==> src/rtl/pllrc_pkg.sv <==
// pllrc_pkg: shared types and constants for the PLL reconfiguration sequencer.
//   - pllrc_state_e : sequencer FSM states
//   - pllrc_entry_t : one reconfiguration write (address, NTSC data, PAL data)
//   - PLLRC_TABLE   : the ordered register writes issued for every reprogramming
//   - pllrc_entry() : lint-safe table lookup by a 3-bit index
//   - pllrc_data()  : picks the data word for the requested standard
package pllrc_pkg;

    localparam int unsigned PLLRC_N_REGS = 6;

    typedef enum logic [2:0] {
        StBoot,
        StIdle,
        StWrite,
        StWaitLock,
        StSettle
    } pllrc_state_e;

    typedef struct packed {
        logic [5:0]  addr;
        logic [31:0] data_ntsc;
        logic [31:0] data_pal;
    } pllrc_entry_t;

    // Order matters: waitrequest mode first, start last.
    localparam pllrc_entry_t PLLRC_TABLE [PLLRC_N_REGS] = '{
        '{addr: 6'd0, data_ntsc: 32'h0000_0000, data_pal: 32'h0000_0000},  // mode
        '{addr: 6'd3, data_ntsc: 32'h0001_0000, data_pal: 32'h0001_0000},  // N
        '{addr: 6'd4, data_ntsc: 32'h0000_0404, data_pal: 32'h0000_0404},  // M
        '{addr: 6'd5, data_ntsc: 32'h0000_0505, data_pal: 32'h0002_0504},  // C0
        '{addr: 6'd7, data_ntsc: 32'h9745_BF27, data_pal: 32'hA3D7_09E8},  // M-frac
        '{addr: 6'd2, data_ntsc: 32'h0000_0000, data_pal: 32'h0000_0000}   // start
    };

    function automatic pllrc_entry_t pllrc_entry(input logic [2:0] idx);
        pllrc_entry = PLLRC_TABLE[0];
        for (int i = 0; i < PLLRC_N_REGS; i++) begin
            if (idx == 3'(i)) begin
                pllrc_entry = PLLRC_TABLE[i];
            end
        end
    endfunction

    function automatic logic [31:0] pllrc_data(input pllrc_entry_t e, input logic is_pal);
        return is_pal ? e.data_pal : e.data_ntsc;
    endfunction

endpackage

==> src/rtl/pllrc_sync.sv <==
// pllrc_sync: two-flop synchronizer for a single asynchronous level.
//   clk_i : destination clock
//   rst_i : asynchronous active-high reset, clears both stages to 0
//   d_i   : asynchronous input
//   q_o   : synchronized output (two clk_i cycles of latency)
module pllrc_sync (
    input  logic clk_i,
    input  logic rst_i,
    input  logic d_i,
    output logic q_o
);

    logic meta_q;
    logic sync_q;

    always_ff @(posedge clk_i or posedge rst_i) begin
        if (rst_i) begin
            meta_q <= 1'b0;
            sync_q <= 1'b0;
        end else begin
            meta_q <= d_i;
            sync_q <= meta_q;
        end
    end

    assign q_o = sync_q;

endmodule

==> src/rtl/pll_reconf_seq.sv <==
// pll_reconf_seq: reprograms the system PLL over its Avalon-MM reconfiguration port whenever
// the requested video standard (NTSC/PAL) differs from the one last applied, and holds the
// core in tv_reset until the PLL has been rewritten, has relocked and has settled.
//   mgmt_clk, mgmt_reset   : 50 MHz management clock, asynchronous active-high reset
//   pal, pll_locked        : asynchronous status inputs (synchronized here)
//   mgmt_waitrequest       : Avalon-MM waitrequest from the reconfiguration block
//   mgmt_write/_address/_writedata : Avalon-MM write master
//   tv_reset               : core reset, low only while idle with the standard applied
//   busy                   : high whenever the sequencer is not idle
// Build option: define PLLRC_LOCK_TIMEOUT_EN to retry the whole write sequence when lock is
// not regained within LOCK_TIMEOUT cycles; otherwise the sequencer waits for lock forever.
module pll_reconf_seq
    import pllrc_pkg::*;
#(
    parameter int unsigned SETTLE_CYCLES = 1024,
    parameter int unsigned LOCK_TIMEOUT  = 1048576
) (
    input  logic        mgmt_clk,
    input  logic        mgmt_reset,
    input  logic        pal,
    input  logic        pll_locked,
    input  logic        mgmt_waitrequest,
    output logic        mgmt_write,
    output logic [5:0]  mgmt_address,
    output logic [31:0] mgmt_writedata,
    output logic        tv_reset,
    output logic        busy
);

    localparam int unsigned SettleW    = $clog2(SETTLE_CYCLES + 1);
    localparam logic [4:0]  DropWindow = 5'd16;

    if (SETTLE_CYCLES < 1) begin : g_bad_settle
        $error("SETTLE_CYCLES must be at least 1");
    end
    if (LOCK_TIMEOUT < 1) begin : g_bad_timeout
        $error("LOCK_TIMEOUT must be at least 1");
    end

    logic pal_s;
    logic lock_s;

    pllrc_sync u_sync_pal (
        .clk_i (mgmt_clk),
        .rst_i (mgmt_reset),
        .d_i   (pal),
        .q_o   (pal_s)
    );

    pllrc_sync u_sync_lock (
        .clk_i (mgmt_clk),
        .rst_i (mgmt_reset),
        .d_i   (pll_locked),
        .q_o   (lock_s)
    );

    pllrc_state_e       state_q, state_d;
    logic [2:0]         idx_q, idx_d;
    logic               target_std_q, target_std_d;
    logic               applied_std_q, applied_std_d;
    logic               tv_reset_q, tv_reset_d;
    logic               busy_q, busy_d;
    logic               write_q, write_d;
    logic [5:0]         addr_q, addr_d;
    logic [31:0]        data_q, data_d;
    logic [SettleW-1:0] settle_q, settle_d;
    logic [4:0]         drop_win_q, drop_win_d;
    logic               seen_low_q, seen_low_d;
    pllrc_entry_t       cur_entry;

`ifdef PLLRC_LOCK_TIMEOUT_EN
    localparam int unsigned TimeoutW = $clog2(LOCK_TIMEOUT + 1);
    logic [TimeoutW-1:0] timeout_q, timeout_d;
`endif

    assign cur_entry = pllrc_entry(idx_q);

    always_comb begin
        state_d       = state_q;
        idx_d         = idx_q;
        target_std_d  = target_std_q;
        applied_std_d = applied_std_q;
        // Only the IDLE hold path clears tv_reset; every other path keeps the core in reset.
        tv_reset_d    = 1'b1;
        write_d       = write_q;
        addr_d        = addr_q;
        data_d        = data_q;
        settle_d      = settle_q;
        drop_win_d    = drop_win_q;
        seen_low_d    = seen_low_q;
`ifdef PLLRC_LOCK_TIMEOUT_EN
        timeout_d     = timeout_q;
`endif

        unique case (state_q)
            StBoot: begin
                // Always reprogram after reset so an interrupted sequence is never left behind.
                target_std_d = pal_s;
                idx_d        = 3'd0;
                state_d      = StWrite;
            end
            StIdle: begin
                if (pal_s != applied_std_q) begin
                    target_std_d = pal_s;
                    idx_d        = 3'd0;
                    state_d      = StWrite;
                end else begin
                    tv_reset_d = 1'b0;
                end
            end
            StWrite: begin
                if (!write_q) begin
                    // Present the entry; the idle cycle before this is the inter-write gap.
                    write_d = 1'b1;
                    addr_d  = cur_entry.addr;
                    data_d  = pllrc_data(cur_entry, target_std_q);
                end else if (!mgmt_waitrequest) begin
                    write_d = 1'b0;
                    if (idx_q == 3'(PLLRC_N_REGS - 1)) begin
                        state_d    = StWaitLock;
                        drop_win_d = 5'd0;
                        seen_low_d = 1'b0;
`ifdef PLLRC_LOCK_TIMEOUT_EN
                        timeout_d  = '0;
`endif
                    end else begin
                        idx_d = idx_q + 3'd1;
                    end
                end
            end
            StWaitLock: begin
                if (!lock_s) begin
                    seen_low_d = 1'b1;
                end
                if (drop_win_q != DropWindow) begin
                    drop_win_d = drop_win_q + 5'd1;
                end
                // A PLL that never visibly loses lock is accepted once the drop window expires.
                if (lock_s && (seen_low_q || drop_win_q == DropWindow)) begin
                    state_d  = StSettle;
                    settle_d = '0;
                end
`ifdef PLLRC_LOCK_TIMEOUT_EN
                else if (timeout_q == TimeoutW'(LOCK_TIMEOUT - 1)) begin
                    state_d = StWrite;
                    idx_d   = 3'd0;
                end else begin
                    timeout_d = timeout_q + 1'b1;
                end
`endif
            end
            StSettle: begin
                if (settle_q == SettleW'(SETTLE_CYCLES - 1)) begin
                    applied_std_d = target_std_q;
                    state_d       = StIdle;
                end else begin
                    settle_d = settle_q + 1'b1;
                end
            end
            default: begin
                state_d = StBoot;
            end
        endcase

        busy_d = (state_d != StIdle);
    end

    always_ff @(posedge mgmt_clk or posedge mgmt_reset) begin
        if (mgmt_reset) begin
            state_q       <= StBoot;
            idx_q         <= 3'd0;
            target_std_q  <= 1'b0;
            applied_std_q <= 1'b0;
            tv_reset_q    <= 1'b1;
            busy_q        <= 1'b1;
            write_q       <= 1'b0;
            addr_q        <= 6'd0;
            data_q        <= 32'd0;
            settle_q      <= '0;
            drop_win_q    <= 5'd0;
            seen_low_q    <= 1'b0;
`ifdef PLLRC_LOCK_TIMEOUT_EN
            timeout_q     <= '0;
`endif
        end else begin
            state_q       <= state_d;
            idx_q         <= idx_d;
            target_std_q  <= target_std_d;
            applied_std_q <= applied_std_d;
            tv_reset_q    <= tv_reset_d;
            busy_q        <= busy_d;
            write_q       <= write_d;
            addr_q        <= addr_d;
            data_q        <= data_d;
            settle_q      <= settle_d;
            drop_win_q    <= drop_win_d;
            seen_low_q    <= seen_low_d;
`ifdef PLLRC_LOCK_TIMEOUT_EN
            timeout_q     <= timeout_d;
`endif
        end
    end

    assign mgmt_write     = write_q;
    assign mgmt_address   = addr_q;
    assign mgmt_writedata = data_q;
    assign tv_reset       = tv_reset_q;
    assign busy           = busy_q;

endmodule

==> config.mk <==
export PLATFORM = sky130hd
export DESIGN_NAME = pll_reconf_seq
export DESIGN_NICKNAME = d
export VERILOG_FILES = /design/src/rtl/pllrc_pkg.sv /design/src/rtl/pllrc_sync.sv /design/src/rtl/pll_reconf_seq.sv
export SDC_FILE = /design/constraint.sdc
export NUM_CORES = 1
export LEC_CHECK = 0
export BUFFER_PORTS_ARGS = -buffer_cell sky130_fd_sc_hd__buf_2
export CAP_MARGIN = 20
export CORE_MARGIN = 2
export CORE_UTILIZATION = 30
export CTS_CLUSTER_DIAMETER = 100
export CTS_CLUSTER_SIZE = 12
export DETAILED_ROUTE_END_ITERATION = 16
export GPL_TIMING_DRIVEN = 0
export PLACE_DENSITY = 0.45
export SLEW_MARGIN = 20
export SYNTH_ARGS = -nofsm -noshare
export SYNTH_HDL_FRONTEND = slang
export SYNTH_SLANG_ARGS = --single-unit
==> constraint.sdc <==
create_clock -name mgmt_clk -period 4.1 [get_ports mgmt_clk]
set_input_delay 0.41 -clock mgmt_clk [delete_from_list [all_inputs] [get_ports mgmt_clk]]
set_output_delay 0.41 -clock mgmt_clk [all_outputs]
set_load 0.02 [all_outputs]
### Word level (Yosys, flattened, before mapping)

Cells that the tools add are included.

| word-level totals | value |
|---|---|
| flip-flop bits (word level) | 70 |
| input port bits | 5 |
| output and inout port bits | 41 |
| word-level logic and storage cells | 94 |

| operators by class | value |
|---|---|
| add/sub/neg operators | 3 |
| equal/unequal tests | 23 |
| mux-type cells | 37 |
| bitwise gates (word level) | 1 |
| reductions and logical operators | 14 |

Operators by type and width:

| cell | number |
|---|---|
| 70-bit 2-to-1 mux | 4 |
| 66-bit 2-to-1 mux | 1 |
| 32-bit 2-to-1 mux | 1 |
| 3-bit 2-to-1 mux | 10 |
| 11-bit 2-to-1 mux | 2 |
| 11-bit case mux with 2 select lines | 1 |
| 5-bit 2-to-1 mux | 4 |
| 2-bit != test (second input constant) | 9 |
| 3-bit case mux with 5 select lines | 1 |
| 5-bit AND reduction | 3 |
| 3-bit by 2-bit equality test with 1-bit output (second input constant) | 4 |
| 11-bit by 1-bit adder with 11-bit output (second input constant) | 1 |
| 11-bit by 10-bit equality test with 1-bit output (second input constant) | 1 |
| 5-bit case mux with 2 select lines | 1 |
| 3-bit equality test (second input constant) | 3 |
| 1-bit 2-to-1 mux | 9 |
| 3-bit case mux with 3 select lines | 1 |
| 3-bit by 1-bit equality test with 1-bit output (second input constant) | 2 |
| 2-bit AND reduction | 3 |
| 2-bit nonzero test | 3 |
| 5-bit by 1-bit adder with 5-bit output (second input constant) | 1 |
| 5-bit equality test (second input constant) | 1 |
| 5-bit != test (second input constant) | 1 |
| 1-bit case mux with 2 select lines | 2 |
| other kinds (9) | 9 |

### Longest topological paths before layout

Gate-level depths: netlist of the first run.

| depth | value |
|---|---|
| depth after elaboration | 7 |
| gate-level depth with buffers | 7 |
| gate-level depth less buffers | 6 |

### By module

Synthesis of the first run repeated with hierarchy kept, for this count alone.

| unflattened totals | value |
|---|---|
| cells, all modules | 232 |
| area total of the unflattened synthesis | 2,332.2 µm² |

Modules (own cells, without submodules):

| module | times used | cells an instance | area an instance (µm²) |
|---|---|---|---|
| pll_reconf_seq | 1 | 226 | 2,224.6 |
| pllrc_sync | 2 | 3 | 53.8 |

### Least setup slack after synthesis of the first run

Ideal clock, no wire load.

| timing | value |
|---|---|
| path type | register to register |
| start point | register state_q[1] |
| end point | register applied_std_q |
| setup time | 0.125 ns |
| arrival time | 1.645 ns |
| data required time | 3.975 ns |
| slack | 2.330 ns |
| cell stages (with the launch flop) | 6 |
| buffers on the path | 2 |
| period minus slack after synthesis | 1.770 ns |
| path through | dfrtp_1 -> buf_2 -> or3b_4 -> nor4_4 -> buf_6 -> mux2_2 |

| on the way | value |
|---|---|
| word-level cells in the longest chain between the ends | 2 |

RTL lines:

| what | line | text |
|---|---|---|
| start: declaration | pll_reconf_seq.sv:57 | `pllrc_state_e state_q, state_d;` |
| start signal: assignment | pll_reconf_seq.sv:170 | `state_q <= StBoot;` |
| start signal: assignment | pll_reconf_seq.sv:186 | `state_q <= state_d;` |
| 3-bit equality test | pll_reconf_seq.sv:95 | `unique case (state_q)` |
| 2-bit AND reduction (no source line) | - |  |
| end signal: assignment | pll_reconf_seq.sv:189 | `applied_std_q <= applied_std_d;` |
| end: declaration | pll_reconf_seq.sv:60 | `logic applied_std_q, applied_std_d;` |

Every way passes these cells.
A chain may end at the register's enable or synchronous reset.

### Final worst setup path of the first run

| timing | value |
|---|---|
| start point | register idx_q[1] |
| end point | register drop_win_q[0] |

| on the way | value |
|---|---|
| word-level cells in the longest chain between the ends | 3 |

RTL lines:

| what | line | text |
|---|---|---|
| start: declaration | pll_reconf_seq.sv:58 | `logic [2:0] idx_q, idx_d;` |
| start signal: assignment | pll_reconf_seq.sv:187 | `idx_q <= idx_d;` |
| 3-bit equality test | pll_reconf_seq.sv:119 | `if (idx_q == 3'(PLLRC_N_REGS - 1)) begin` |
| 2-bit != test (no source line) | - |  |
| 5-bit AND reduction (no source line) | - |  |
| end signal: assignment | pll_reconf_seq.sv:196 | `drop_win_q <= drop_win_d;` |
| end: declaration | pll_reconf_seq.sv:67 | `logic [4:0] drop_win_q, drop_win_d;` |

Every way passes these cells.

==> results of run 1 <==
## worst paths after layout
check,from,endpoint,slack (ns),cells after the start
worst min-delay path,mgmt_reset,mgmt_address[0],0.13,2
worst max-delay path,idx_q[1],drop_win_q[0],2.17,6
max in group asynchronous,mgmt_reset,busy,3.40,3
min in group mgmt_clk,pal,u_sync_pal.meta_q,0.22,1
worst min register to register,u_sync_lock.meta_q,u_sync_lock.q_o,0.36,0
worst max register to register,idx_q[1],drop_win_q[0],2.17,6
## sequential cells by signal, indices dropped and copies added (netlist names), 3 cells and up
name            count
drop_win_q          5
idx_q               3
mgmt_address        3
mgmt_writedata      8
settle_q           11
state_q             3
## cell families (layout without fill, tap and decap cells)
logic type      count (synthesis)  in the layout  synth area share (%)
xor+xnor                        3              3                  1.14
other cells                     1              9                 0.162
compound gates                 54             54                  15.7
flops                          43             43                  46.7
mux                             5              5                  2.33
simple gates                   74             74                  17.5
buf+inv                        45             90                  12.2
fa+ha+maj                       8              8                  4.33
## metal layers
layer	up-vias	global-route usage [%]
li1	890	-
met1	779	15.2
met2	34	19.2
met3	2	2.71
met4	0	3.36
met5	-	0
## worst reg2reg max path, stage by stage, from the launching register on
cell     delay, ns
dfrtp_1       0.41
inv_1         0.12
ha_1          0.26
nand2_1       0.20
o31a_1        0.38
a21o_1        0.19
mux2_2        0.26
## metrics by stage
step | instance area (sq um) | std cells
3_5_place_dp | 2680 | 380
6_report | 2760 | 388
2_1_floorplan | 2340 | 241
3_3_place_gp | 2650 | 379
5_1_grt | 2760 | 388
4_1_cts | 2760 | 388
## cell usage after synthesis (2+ instances only)
library cell,n
dfstp_2,2
buf_4,27
mux2i_1,2
nand3_1,9
buf_2,3
o31ai_1,4
nand2_1,19
o211ai_1,3
a21o_1,5
o311ai_0,2
and3_1,2
nand3b_1,2
nor2_1,16
nand2b_1,4
a22o_1,4
mux2_2,3
inv_1,13
dfrtp_1,41
a21oi_1,12
a31oi_1,2
o21ai_0,11
nor2b_1,2
ha_1,8
nor3_1,7
xor2_1,2
## power groups by stage
stage	Clock, mW	Sequential [mW]	Combinational [mW]
2_1_floorplan	0	0.667	0.551
3_3_place_gp	0	0.624	0.801
3_5_place_dp	0	0.628	0.805
4_1_cts	0.284	0.620	0.807
5_1_grt	0.306	0.637	0.886
6_report	0.270	0.617	0.800
## area by class of cell
type | instances | area [sq um] | share of cell area (%)
Timing Repair Buffer | 37 | 208 | 7.52
Tap cell | 102 | 128 | 4.62
Clock inverter | 2 | 12.5 | 0.453
Inverter | 13 | 48.8 | 1.77
Sequential cell | 43 | 1080 | 39.1
Multi-Input combinational cell | 153 | 981 | 35.5
Clock buffer | 6 | 72.6 | 2.63
Buffer | 32 | 233 | 8.43
==> results by group, run 1 <==
Outcome
  – Status: finished, final reports clean

Floorplanning
  – Die Height: 91.8 microns
  – Initial cell density of the core: 30.4%
  – Die Wd: 91.8 microns
  – I/O Pins: 46
  – Core area: 7610 sq um
  – Number of cell rows: 32
  – Die ar.: 8420 sq um

Clock network
  – Post-CTS Resized: 0
  – Clock transition at the registers of the reported paths: 0.09 ns
  – Root Buffer: clkbuf_8
  – Clk_lat worst skew: 0.30 ns
  – Post-CTS setup buffers: 0
  – Longest Clk Path Bufs: 2
  – TritonCTS clock tree: done
  – # clock sinks: 43
  – Hold_buf cts: 0
  – H-tree Lvls: 2
  – Total CTS buffers: 5

Power and ir drop
  – Flop pwr share: 36.6%
  – Comb power frac: 47.4%
  – Total power draw: 1.69 mW
  – Cell leakage power: 1.37 nW
  – Pint: 0.986 mW
  – Switch Pwr: 0.701 mW
  – PD cells: 611 nW/um^2
  – Maximum vdd ir drop: 188 uV
  – Clock power share: 16.0%
  – Switching Share: 41.6%

Synthesis
  – Post-synth top area share: 44.4%
  – Ys flop type: dfrtp_1
  – Post-synth EDFFs: 0
  – Syn avg cell area: 9.92 sq um
  – Cells after Synth: 233
  – Mapped Area: 2310 sq um
  – Synth Warn #: 0
  – #FFs+latches synth: 43
  – Netlist cell types: 53
  – Top cell type by total area after synthesis: dfrtp_1
  – Sequential element share of the synthesized area: 46.7%
  – Synth area leaders: dfrtp_1, buf_4, ha_1
  – Async SR Flop Fraction: 100%

Timing
  – Max_slew headroom: 52.1%
  – Slack of the critical path: 2.17 ns
  – Hold_ws: 0.133 ns
  – Min Tclk post-route: 1.93 ns
  – Skew final: 0.0126 ns
  – Fmax: 0.519 GHz
  – Fin. Hold Viols: 0
  – Slew @ Worst Pin: 0.713 ns
  – Setup TNS: 0 ns
  – RSZ-0062 raised after global routing: false
  – Final period utilization: 47.0%
  – Endpoints failing setup: 0
  – Final Slew Violations: 0

Worst setup path
  – Delay-heaviest family, CP: compound AO/OA/AOI/OAI gates
  – Setup CP Type: reg2reg
  – WP data required: 4.28 ns
  – Critical path cell sequence: inv_1 -> ha_1 -> nand2_1 -> o31a_1 -> a21o_1 -> mux2_2
  – CP Max Fanout: 6
  – Worst EP arrival: 2.11 ns
  – Startpoint Class: flop
  – Max incr delay on CP: 0.41 ns
  – Slowest cell on crit path: dfrtp_1
  – Worst Path Buf+Inv: 1
  – Worst Setup End Kind: flop

Drt
  – Met1 WL: 2250 microns
  – Routed WL: 4650 microns
  – Vias/cell: 4.39
  – Met3 WL: 189 microns
  – Post-route ant nets: 0
  – Drt first pass iters: 4
  – Via count: 1,705
  – Met2 wire len: 2180 microns
  – Post-route DRC: 0
  – Highest Signal Layer: met4
  – DRT iter0 DRCs: 43
  – Routed wire per std cell: 12.0 microns

Flow run
  – Max-cap viol count: 0

Placement
  – Placer Congestion: 0.761
  – Port Buffers: 36
  – HPWL Detailed: 3350 microns
  – Post-Place Setup Slack: 2.19 ns

Cells and area
  – Final core utilization: 36.3%
  – Area grow syn2layout: 19.5%
  – Layout cells sized above 1: 30.4%
  – Commonest non-fill, non-tap cell in the layout: dfrtp_1
  – Commonest cells after routing, fill and taps aside: dfrtp_1, buf_2, buf_4
  – Nets: 298
  – Ant. Diodes: 0
  – Fillers: 811

Global route
  – Initial antenna violation count: 0
  – Largest net degree at the start of global routing: 24
  – Gr usage total: 11.6%
  – First-pass GRT wire length: 7940 microns
  – Number of global-route vias before repair: 1,610
  – Total global routing overflow: 0

Hold path
  – Worst min-delay path class: in2async
Note: power is estimated with default switching activity, not from simulation.
==> run 2: changes to the inputs <==
ABC_AREA = 1   (was not set)
PLACE_DENSITY = 0.46   (was 0.45)
clock period = 1.7 ns   (was 4.1 ns; I/O delays follow)
==> run 2 against run 1 <==
  * Cell area increased by 11%
  * Combinational power increased by 140%
  * Sequential power increased by 130%
  * Core utilization increased by 1.4 points
  * Flip-flop and latch count unchanged
  * Worst hold slack improved by 0.063 ns
  * Critical path type unchanged
==> results by group, run 2 <==
Global route
  – Gr usage total: 11.6%
  – Total global routing overflow: 0
  – First-pass GRT wire length: 8020 microns
  – Initial antenna violation count: 0
  – Largest net degree at the start of global routing: 24
  – Number of global-route vias before repair: 1,707

Clock network
  – H-tree Lvls: 2
  – Longest Clk Path Bufs: 2
  – Clk_lat worst skew: 0.29 ns
  – Root Buffer: clkbuf_8
  – # clock sinks: 43
  – TritonCTS clock tree: done
  – Clock transition at the registers of the reported paths: 0.08 ns
  – Total CTS buffers: 5

Floorplanning
  – Die Height: 94.7 microns
  – Die ar.: 8970 sq um
  – Core area: 8090 sq um
  – Initial cell density of the core: 30.5%
  – I/O Pins: 46
  – Number of cell rows: 33
  – Die Wd: 94.7 microns

Synthesis
  – Post-synth EDFFs: 0
  – Simple-gate area share of the yosys netlist: 27.1%
  – Count leader, synth: nand2_1
  – Post-synth top area share: 41.6%
  – Commonest cells in the netlist: nand2_1, dfrtp_1, inv_1
  – Netlist cell types: 34
  – Sequential element share of the synthesized area: 43.7%
  – Top cell type by total area after synthesis: dfrtp_1
  – Synth area leaders: dfrtp_1, nand2_1, buf_4
  – Adder-cell share of the synthesized area: 4.05%
  – Largest family of logic cells by synthesized area: simple AND/OR/NAND/NOR gates
  – #FFs+latches synth: 43
  – Ys flop type: dfrtp_1
  – Syn avg cell area: 8.23 sq um
  – Synth Warn #: 0
  – Cells after Synth: 300
  – Post-synthesis xor/xnor area fraction: 1.77%
  – Async SR Flop Fraction: 100%
  – Post-synthesis mux area share: 0%
  – Mapped Area: 2470 sq um
  – Compound-Gate Fraction of Synth Area: 8.62%

Cells and area
  – Ant. Diodes: 0
  – Area grow syn2layout: 23.7%
  – Nets: 371
  – Layout cells sized above 1: 30.1%
  – Commonest cells after routing, fill and taps aside: nand2_1, dfrtp_1, buf_2
  – Largest reg by FF count: settle_q
  – Final core utilization: 37.7%
  – Commonest non-fill, non-tap cell in the layout: nand2_1
  – Max reg flops: 11
  – Final Cell Area: 3050 sq um

Placement
  – Post-Place Setup Slack: -0.0280 ns
  – Port Buffers: 36
  – Placed instance area: 2830 sq um
  – HPWL Detailed: 3600 microns
  – Placer Congestion: 0.748

Timing
  – Setup TNS: 0 ns
  – Fmax: 0.633 GHz
  – Slack of the critical path: 0.120 ns
  – Endpoints failing setup: 0
  – Skew final: 0.00414 ns
  – RSZ-0062 raised after global routing: true
  – Min Tclk post-route: 1.58 ns
  – Final Slew Violations: 0
  – Hold_ws: 0.196 ns
  – Final period utilization: 92.9%
  – Fin. Hold Viols: 0

Hold path
  – Worst min-delay path class: in2reg

Worst setup path
  – Worst EP arrival: 1.77 ns
  – Setup CP Type: reg2reg
  – CP Max Fanout: 10
  – Startpoint Class: flop
  – WP data required: 1.89 ns
  – Worst Setup End Kind: flop

Drt
  – Post-route ant nets: 0
  – Routed WL: 4850 microns
  – Drt first pass iters: 4
  – Routed wire per std cell: 10.5 microns
  – DRT iter0 DRCs: 69
  – Post-route DRC: 0
  – Via count: 1,942
  – Vias/cell: 4.19

Power and ir drop
  – Cell leakage power: 1.54 nW
  – Maximum vdd ir drop: 688 uV
  – PD cells: 1400 nW/um^2

Flow run
  – Max-cap viol count: 0

Outcome
  – Status: finished, final reports clean
[run 2: kinds of logic (layout without fill, tap and decap cells)]
group	count (synthesis)	count (layout)
and+or+nand+nor	142	142
buffers and inverters	67	118
DFF	43	43
AOI/OAI and AO/OA	34	34
adders and majority gates	8	8
xor gates and xnor gates	5	5
other	1	9
[run 2: power by group]
group,internal [mW],switching (mW),leakage (nW)
combinational,0.755,1.16,0.912
sequential,1.23,0.189,0.558
clock,0.587,0.352,0.0654
total,2.58,1.70,1.54
[run 2: what timing repair did]
action,4_1_cts,5_1_grt
hold endpoints to repair,21,0
pin swaps,0,1
gates resized for setup,1,7
gates cloned,0,0
setup endpoints to repair,4,14
setup buffers,0,3
hold buffers,3,0
[run 2: metrics by stage]
step,cells,total power [mW]
global placement,449,3.31
finish,464,4.28
CTS,461,4.31
floorplan,308,2.85
detailed placement,450,3.34
global route,464,4.60
[run 2: worst paths after layout]
kind                                     from               to  slack, ns  cells past startpoint
max                               settle_q[1]      settle_q[9]       0.12                      9
min                          mgmt_waitrequest       mgmt_write       0.20                      3
max reg2reg                       settle_q[1]      settle_q[9]       0.12                      9
min reg2reg                u_sync_lock.meta_q  u_sync_lock.q_o       0.36                      0
max in group asynchronous          mgmt_reset             busy       0.70                      4
min in group asynchronous          mgmt_reset      settle_q[4]       0.44                      3
[run 2: cell type report]
cell class                      instances  area (sq um)
Buffer                                 29           219
Clock buffer                            6          72.6
Clock inverter                          2          60.1
Fill cell                             845          5040
Inverter                               38           143
Multi-Input combinational cell        198          1100
Sequential cell                        43          1080
Tap cell                              105           131
Timing Repair Buffer                   43           253
[run 2: routing by layer]
metal	GRT usage, %	wire [microns]	up-vias
met4	4.35	74	0
met5	0	0	-
met2	18.4	2140	37
met3	2.79	238	6
li1	-	-	1028
met1	15.1	2400	871
[run 2: critical path: stages, from the launching register on]
cell and delay (ns):
dfrtp_1 0.43, ha_4 0.18, inv_1 0.07, nor2_4 0.15, nand3_1 0.18, nand3_4 0.14
nand2_2 0.07, buf_6 0.15, nand2_1 0.07, nand2_1 0.05
